File: src/rtl/rc4_pkg.sv
// Shared types and constants for the RC4 key-schedule and keystream blocks.
package rc4_pkg;

  localparam int S_DEPTH       = 256;
  localparam int BYTE_W        = 8;
  localparam int MAX_KEY_BYTES = 32;
  localparam int MAX_RD_LAT    = 4;
  localparam int WAIT_W        = $clog2(MAX_RD_LAT);

  typedef enum logic [2:0] {
    ST_IDLE,
    ST_INIT,
    ST_RD_I,
    ST_CALC_J,
    ST_RD_J,
    ST_WR_I,
    ST_WR_J,
    ST_DONE
  } ksa_state_e;

endpackage

File: src/rtl/rc4_key_byte_sel.sv
// Picks key byte k out of a packed key bus; byte 0 sits in the most significant byte.
module rc4_key_byte_sel
  import rc4_pkg::*;
#(
  parameter int KEY_BYTES = 3,
  parameter int K_W       = (KEY_BYTES > 1) ? $clog2(KEY_BYTES) : 1
) (
  input  logic [BYTE_W*KEY_BYTES-1:0] key,
  input  logic [K_W-1:0]              k,
  output logic [BYTE_W-1:0]           key_byte
);

  logic [KEY_BYTES-1:0][BYTE_W-1:0] bytes;

  for (genvar b = 0; b < KEY_BYTES; b++) begin : g_byte
    assign bytes[b] = key[BYTE_W*(KEY_BYTES-1-b) +: BYTE_W];
  end

  // Compare-based mux so non-power-of-two key lengths never index past the array.
  always_comb begin
    key_byte = '0;
    for (int b = 0; b < KEY_BYTES; b++) begin
      if (k == K_W'(b)) key_byte = bytes[b];
    end
  end

endmodule

File: src/rtl/rc4_ksa_engine.sv
// RC4 key-scheduling engine: optional identity fill, then 256 read-read-swap iterations
// over a single-port S-box RAM with configurable read latency.
module rc4_ksa_engine
  import rc4_pkg::*;
#(
  parameter int KEY_BYTES = 3,
  parameter int RD_LAT    = 1,
  parameter int INIT_EN   = 1
) (
  input  logic                        CLOCK_50,
  input  logic                        reset_n,
  input  logic                        start,
  input  logic [BYTE_W*KEY_BYTES-1:0] secret_key,
  input  logic [BYTE_W-1:0]           mem_rdata,
  output logic [BYTE_W-1:0]           mem_addr,
  output logic [BYTE_W-1:0]           mem_wdata,
  output logic                        mem_wren,
  output logic                        busy,
  output logic                        done
);

  localparam int                KW        = (KEY_BYTES > 1) ? $clog2(KEY_BYTES) : 1;
  localparam logic [KW-1:0]     K_LAST    = KW'(KEY_BYTES - 1);
  localparam logic [WAIT_W-1:0] WAIT_LAST = WAIT_W'(RD_LAT - 1);
  localparam logic [BYTE_W-1:0] I_LAST    = BYTE_W'(S_DEPTH - 1);

  ksa_state_e                  state_q, state_d;
  logic [BYTE_W-1:0]           i_q, i_d;
  logic [BYTE_W-1:0]           j_q, j_d;
  logic [KW-1:0]               k_q, k_d;
  logic [BYTE_W-1:0]           si_q, si_d;
  logic [BYTE_W-1:0]           sj_q, sj_d;
  logic [WAIT_W-1:0]           wait_q, wait_d;
  logic [BYTE_W*KEY_BYTES-1:0] key_q, key_d;
  logic [BYTE_W-1:0]           addr_q, addr_d;
  logic [BYTE_W-1:0]           wdata_q, wdata_d;
  logic                        wren_q, wren_d;
  logic                        busy_q, busy_d;
  logic                        done_q, done_d;
  logic [BYTE_W-1:0]           key_byte;

  rc4_key_byte_sel #(
    .KEY_BYTES (KEY_BYTES),
    .K_W       (KW)
  ) u_key_sel (
    .key      (key_q),
    .k        (k_q),
    .key_byte (key_byte)
  );

  always_comb begin
    state_d = state_q;
    i_d     = i_q;
    j_d     = j_q;
    k_d     = k_q;
    si_d    = si_q;
    sj_d    = sj_q;
    wait_d  = wait_q;
    key_d   = key_q;

    case (state_q)
      ST_IDLE: begin
        if (start) begin
          key_d   = secret_key;
          i_d     = '0;
          j_d     = '0;
          k_d     = '0;
          wait_d  = '0;
          state_d = (INIT_EN != 0) ? ST_INIT : ST_RD_I;
        end
      end
      ST_INIT: begin
        i_d    = i_q + 8'd1;
        wait_d = '0;
        if (i_q == I_LAST) state_d = ST_RD_I;
      end
      ST_RD_I: begin
        if (wait_q == WAIT_LAST) begin
          si_d    = mem_rdata;
          state_d = ST_CALC_J;
        end else begin
          wait_d = wait_q + WAIT_W'(1);
        end
      end
      ST_CALC_J: begin
        j_d     = j_q + si_q + key_byte;
        wait_d  = '0;
        state_d = ST_RD_J;
      end
      ST_RD_J: begin
        if (wait_q == WAIT_LAST) begin
          sj_d    = mem_rdata;
          state_d = ST_WR_I;
        end else begin
          wait_d = wait_q + WAIT_W'(1);
        end
      end
      ST_WR_I: state_d = ST_WR_J;
      ST_WR_J: begin
        i_d     = i_q + 8'd1;
        k_d     = (k_q == K_LAST) ? '0 : k_q + KW'(1);
        wait_d  = '0;
        state_d = (i_q == I_LAST) ? ST_DONE : ST_RD_I;
      end
      ST_DONE: state_d = ST_IDLE;
      default: state_d = ST_IDLE;
    endcase

    // Port values are derived from the next state so the RAM sees them the
    // same cycle the state is entered, with no extra output lag.
    addr_d  = '0;
    wdata_d = '0;
    wren_d  = 1'b0;
    case (state_d)
      ST_INIT: begin
        addr_d  = i_d;
        wdata_d = i_d;
        wren_d  = 1'b1;
      end
      ST_RD_I: addr_d = i_d;
      ST_RD_J: addr_d = j_d;
      ST_WR_I: begin
        addr_d  = i_d;
        wdata_d = sj_d;
        wren_d  = 1'b1;
      end
      ST_WR_J: begin
        addr_d  = j_d;
        wdata_d = si_d;
        wren_d  = 1'b1;
      end
      default: ;
    endcase
    busy_d = (state_d != ST_IDLE) && (state_d != ST_DONE);
    done_d = (state_d == ST_DONE);
  end

  always_ff @(posedge CLOCK_50 or negedge reset_n) begin
    if (!reset_n) begin
      state_q <= ST_IDLE;
      i_q     <= '0;
      j_q     <= '0;
      k_q     <= '0;
      si_q    <= '0;
      sj_q    <= '0;
      wait_q  <= '0;
      key_q   <= '0;
      addr_q  <= '0;
      wdata_q <= '0;
      wren_q  <= 1'b0;
      busy_q  <= 1'b0;
      done_q  <= 1'b0;
    end else begin
      state_q <= state_d;
      i_q     <= i_d;
      j_q     <= j_d;
      k_q     <= k_d;
      si_q    <= si_d;
      sj_q    <= sj_d;
      wait_q  <= wait_d;
      key_q   <= key_d;
      addr_q  <= addr_d;
      wdata_q <= wdata_d;
      wren_q  <= wren_d;
      busy_q  <= busy_d;
      done_q  <= done_d;
    end
  end

  assign mem_addr  = addr_q;
  assign mem_wdata = wdata_q;
  assign mem_wren  = wren_q;
  assign busy      = busy_q;
  assign done      = done_q;

endmodule

File: config.mk
export PLATFORM = sky130hd
export DESIGN_NAME = rc4_ksa_engine
export DESIGN_NICKNAME = d
export VERILOG_FILES = /design/src/rtl/rc4_pkg.sv /design/src/rtl/rc4_key_byte_sel.sv /design/src/rtl/rc4_ksa_engine.sv
export SDC_FILE = /design/constraint.sdc
export NUM_CORES = 1
export LEC_CHECK = 0
export BUFFER_PORTS_ARGS = -buffer_cell sky130_fd_sc_hd__buf_2
export CORE_MARGIN = 5
export CORE_UTILIZATION = 25
export DETAILED_ROUTE_END_ITERATION = 7
export HOLD_SLACK_MARGIN = 0.05
export PLACE_DENSITY = 0.5
export SYNTH_ARGS = -nofsm -noshare
export SYNTH_HDL_FRONTEND = slang
export SYNTH_SLANG_ARGS = --single-unit
File: constraint.sdc
create_clock -name CLOCK_50 -period 3 [get_ports CLOCK_50]
set_input_delay 0.75 -clock CLOCK_50 [delete_from_list [all_inputs] [get_ports CLOCK_50]]
set_output_delay 0.75 -clock CLOCK_50 [all_outputs]
set_load 0.03 [all_outputs]
# Word-level counts from Yosys, hierarchy flattened
# Index checks and enable logic that the tools add are counted.
[word_totals] register_bits=82 out_inout_bits=19 word_cells=78
[op_classes] addsub=5 eq_ne=19 n_mux=25 reduce_logical=16
[op_table] operator="$mux 8" n=9
[op_table] operator="$pmux 8 s2" n=3
[op_table] operator="$eq 3x3->1 const B" n=8
[op_table] operator="$pmux 3 s8" n=1
[op_table] operator="$pmux 8 s3" n=1
[op_table] operator="$add 8x8->8" n=2
[op_table] operator="$mux 3" n=5
[op_table] operator="$eq 3x2->1 const B" n=3
[op_table] operator="$reduce_or 3->1" n=3
[op_table] operator="$add 8x1->8 const B" n=1
[op_table] operator="$eq 8x8->1 const B" n=1
[op_table] operator="$eq 3x1->1 const B" n=2
[op_table] operator="$mux 2" n=3
[op_table] operator="$pmux 2 s3" n=1
[op_table] operator="$reduce_bool 3->1" n=2
[op_table] operator="$reduce_or 2->1" n=3
[op_table] operator="$add 2x1->2 const B" n=2
[op_table] operator="$logic_not 2->1" n=2
[op_table] operator="$ne 2x2->1 const B" n=2
[op_table] operator="$pmux 2 s2" n=1
[op_table] operator="$reduce_and 2->1" n=2
[op_table] operator="$logic_not 3->1" n=1
[op_table] operator="$ne 3x3->1 const B" n=1
[op_table] operator="$reduce_and 3->1" n=1
[op_table] operator="other kinds (5)" n=5

# Longest topological paths before layout
[logic_depth] word_depth=7 mapped_depth=14

# By module
# Synthesis repeated with hierarchy kept, for this count alone.
[unflattened] cells_unflattened=330 area_unflattened_um2=3875.0
[modules_own_cells] module="rc4_ksa_engine" n_inst=1 cells_each=310 area_per_inst_um2=3677.3
[modules_own_cells] module="rc4_key_byte_sel" n_inst=1 cells_each=20 area_per_inst_um2=197.7

# Least setup slack after synthesis
# No wires, ideal clock.
[synth_timing] path_type="register to register" start="register k_q[0]" end="register addr_q[5] (netlist: mem_addr[5])" t_arrival_ns=3.023 path_slack_ns=-0.144 stages_incl_launch_ff=15 path_cell_list="dfrtp_1 buf_1 mux2i_1 nor2_1 a21oi_1 fa_1 inv_1 ha_1 inv_1 fa_1 nor2b_1 o21a_1 o21ai_0 a32o_1 a22o_1"
[synth_via] elab_chain_cells=7 elab_cells_between_ends=9 classes_between="add/sub (1); eq/ne (2); mux (5); reduce/logical (1)"
[synth_rtl] item="start: declaration" line="rc4_ksa_engine.sv:30" rtl="logic [KW-1:0] k_q, k_d;"
[synth_rtl] item="start signal: assignment" line="rc4_ksa_engine.sv:157" rtl="k_q <= k_d;"
[synth_rtl] item="$logic_not 2->1" line="rc4_key_byte_sel.sv:23" rtl="if (k == K_W'(b)) key_byte = bytes[b];"
[synth_rtl] item="$mux 8 (2 in series)" line="rc4_key_byte_sel.sv:23"
[synth_rtl] item="$mux 8 (*)" line="rc4_key_byte_sel.sv:23"
[synth_rtl] item="$add 8x8->8 (*)" line="rc4_ksa_engine.sv:86" rtl="j_d = j_q + si_q + key_byte;"
[synth_rtl] item="$pmux 8 s2 (*)" line="rc4_ksa_engine.sv:61" rtl="case (state_q)"
[synth_rtl] item="net j_d[5]" line="rc4_ksa_engine.sv:29" rtl="logic [BYTE_W-1:0] j_q, j_d;"
[synth_rtl] item="$pmux 8 s2 (*)" line="rc4_ksa_engine.sv:114" rtl="case (state_d)"
[synth_rtl] item="net addr_d[5]" line="rc4_ksa_engine.sv:35" rtl="logic [BYTE_W-1:0] addr_q, addr_d;"
[synth_rtl] item="end signal: assignment" line="rc4_ksa_engine.sv:162" rtl="addr_q <= addr_d;"
[synth_rtl] item="end: declaration" line="rc4_ksa_engine.sv:35"
# Mark *: on every way through the listed nets, which the timed path passes. The rest lies on a longest branch.
# A chain may end at the register's enable or synchronous reset.

# Final worst setup path
# Same ends and word-level chain as after synthesis.

==> summary.md <==
| Metric | Value |
|---|---|
| Top FF cell, synth | `dfrtp_1` |
| ANT nets after route | `0` |
| Yosys warns | `0` |
| Hpwl dp | `7167 um` |
| DR iter-0 viols | `about 170` |
| Worst-path maximum fanout | `5` |
| Hold Path Depth | `2` |
| Fmax achieved | `0.3459 GHz` |
| Min-delay src | `wait_q[1]` |
| WP data required | `3.22 ns` |
| Fraction of layout cells with a size suffix above 1 | `roughly 30%` |
| Clock transition at the registers of the reported paths | `0.06 ns` |
| GPL Wtd Cong | `0.8023` |
| Rows | `45` |
| Finished Layout Cells | `around 600` |
| Vias in the first global route | `slightly below 3000` |
| Syn Inst Count | `360` |
| Count of different cell masters after synthesis | `53` |
| Syn nets | `between 400 and 500` |
| Total global routing overflow | `0` |
| # diodes | `0` |
| Hold-fix buffers, CTS | `0` |
| Die height | `between 100 and 150 um` |
| Total number of vias | `approximately 2800` |
| Drt total wl | `between 9000 and 10000 um` |
| Rel. slew slack | `38.00%` |
| Cell area after layout | `between 4000 and 5000 um^2` |
| Worst setup SP type | `register` |
| R2r endpoint | `mem_addr[5]` |
| Register area share after synthesis | `~48%` |
| CP max-delay cell | `dfrtp_1` |
| Post-placement cell count | `around 590` |
| Global-route wire length before repair | `15480 um` |
| Final period util | `roughly 96%` |
| Setup Crit Path Kind | `register to register` |
| Hold crit path type | `register to register` |
| Syn avg cell area | `10.73 um^2` |
| Top Ports | `54` |
| Reg-to-Reg Start | `k_q[0]` |
| Initial core utilization | `25.41%` |
| # nets final | `approximately 470` |
| Clock buffer count from CTS | `9` |
| Pin count of the biggest net entering global routing | `75` |
| Final hold violation count | `0` |
| Final core area utilization | `around 31%` |
| First-pass iteration count of the detailed router | `4` |
| IO buf count | `53` |
| Post-DP Area | `between 4000 and 5000 um^2` |
| GRT Util Overall | `10.87%` |
| R2R cell count | `12` |
| Number of flops mapped to enable cells by yosys | `0` |
| Initial antenna violation count | `0` |
| Die W | `134.3 um` |
| CTS Sinks | `between 70 and 80` |
| Setup ws final | `~0.11 ns` |
| IR drop worst, VDD | `roughly 0.40 mV` |
| Via density per instance | `between 4 and 5` |
| Worst Path Arrival | `roughly 3.1 ns` |
| Drc violations | `0` |
| Leak Pwr | `about 2.2 nW` |
| Root Driver | `clkbuf_16` |
| Crit-path cells | `buf_6 > mux2i_2 > o21ai_1 > fa_1 > ha_1 > inv_1 > fa_2 > nor2b_2 > o21a_1 > or3_1 > a32o_2 > a22o_1` |
| Tightest Pin Transition | `0.9300 ns` |
| Max-Cap Viols | `0` |
| Core area | `~15000 um^2` |
| Mapped Area | `approximately 3900 um^2` |
| CTS tree | `built` |
| Fill count | `1601` |
| Synth async-reset ratio | `100.0%` |
| Final Total Pwr | `between 2 and 2.5 mW` |
| Setup slack, reg-to-reg | `between 0.1 and 0.15 ns` |
| Crit-path max cell delay | `0.42 ns` |
| Power Density | `approximately 470 nW/um^2` |
| Worst-Skew Late Latency | `approximately 0.33 ns` |
| CTS max path bufs | `2` |
| Htree depth | `3` |
| Pre-CTS WS | `roughly 0.024 ns` |
| Minimum clock period | `about 2.9 ns` |
| Full die area | `18040 um^2` |
| Status | `complete, no violations` |
| Hold Crit Endpoint | `wait_q[1]` |
| Final Slew Violations | `0` |
| Setup violations, final | `0` |
| Area Growth Syn to Fin | `22.25%` |
| RSZ-0062 raised after global routing | `true` |
| Skew final | `around 0.0066 ns` |
| Yosys reg bits | `74` |
| CP endpoint kind | `register` |
| Drt wl/cell | `roughly 15 um` |
==> how the worst max path moves through the flow <==
| stage | from | endpoint | slack (ns) |
|---|---|---|---|
| global route | k_q[0] | mem_addr[5] | -0.04 |
| finish | k_q[0] | mem_addr[5] | 0.11 |
| floorplan | k_q[0] | mem_addr[5] | 0.04 |
| detailed placement | k_q[0] | mem_addr[5] | 0.02 |
| global placement | k_q[0] | mem_addr[5] | 0.13 |
| CTS | k_q[0] | mem_addr[5] | 0.02 |
==> report_power, final <==
group	leakage (nW)	internal, mW	switching (mW)
Clock	0.162	0.744	0.397
Sequential	0.865	1.02	0.00882
Combinational	1.17	0.0322	0.0357
==> through the flow <==
step | hold slack, ns | setup TNS, ns
after floorplan | 0.4498 | 0
after global placement | 0.4614 | 0
after detailed placement | 0.4935 | 0
after CTS | 0.5057 | 0
after global routing | 0.5196 | -0.04198
final | 0.4953 | 0
==> synthesized netlist by cell type (all sizes together) (4+ instances only) <==
library cell	n	share of area, %
a22o	9	2.0
nor2	18	1.7
nor3	5	0.78
nand2b	4	0.65
a21oi	14	1.8
a22oi	7	1.4
nand2	34	3.3
and2	4	0.71
ha	8	2.6
mux2i	13	3.4
o22ai	7	1.1
a21o	4	0.78
mux2	29	8.5
dfrtp	74	48
buf	12	1.8
o2bb2ai	5	1.1
nand3	4	0.52
o21ai	27	3.6
fa	8	4.1
inv	24	2.3
o31ai	5	1.2
clkbuf	5	0.49
==> layer usage <==
layer	share of wire, %	vias up	GRT usage (%)
li1	-	1401	-
met1	47	1371	14.43
met2	47	57	17.21
met3	4.9	10	3.413
met4	1.2	0	2.941
met5	0	-	0
==> layout by cell type (no fill, tap or decap), types with 9 or more instances in the layout <==
| master | n |
|---|---|
| a21oi_1 | 14 |
| a22o_1 | 9 |
| buf_2 | 52 |
| buf_4 | 11 |
| clkbuf_16 | 9 |
| dfrtp_1 | 74 |
| inv_1 | 23 |
| mux2_2 | 29 |
| mux2i_1 | 11 |
| nand2_1 | 34 |
| nor2_1 | 18 |
| o21ai_0 | 19 |
==> logic make-up (layout without fill, tap and decap cells) <==
group                      Yosys count  count (layout)  synth area share, %
and+or+nand+nor                     88              88                11.24
DFF                                 74              74                47.94
muxes                               42              42                11.82
xor gates and xnor gates             5               5                1.134
AOI/OAI and AO/OA                   94              94                16.46
buffers and inverters               41             104                4.665
adders and majority gates           16              16                6.738
==> flip-flops by register name (all words and copies together) (netlist names), 2 cells and up <==
signal and count:
wait_q 2, k_q 2, si_q 8, state_q 3
key_q 24, i_q 8, mem_addr 8, mem_wdata 8
j_q 8
==> layout make-up <==
class	count	area (um^2)	share of cell area, %
clock buffers	10	239.0	5.061
clock inverters	6	80.08	1.696
inverters	24	90.09	1.908
multi-input cells	245	1872	39.64
flip-flops and latches	74	1852	39.22
well taps	188	235.2	4.981
repair buffers	64	354.1	7.499
==> what timing repair did <==
action                                 4_1_cts  5_1_grt
buffers inserted                             0        1
resized for setup                            0       13
endpoints found under the hold margin        0        0
setup endpoints to repair                    0        6
==> worst max-delay path: cells and delay by family, from the launching register on <==
| family | cells | cell delay [ns] |
|---|---|---|
| mux | 1 | 0.21 |
| fa+ha+maj | 3 | 0.81 |
| compound gates | 4 | 0.75 |
| simple gates | 2 | 0.36 |
| flops | 1 | 0.42 |
| buf+inv | 2 | 0.23 |
Power figures use the tool's default switching activity.
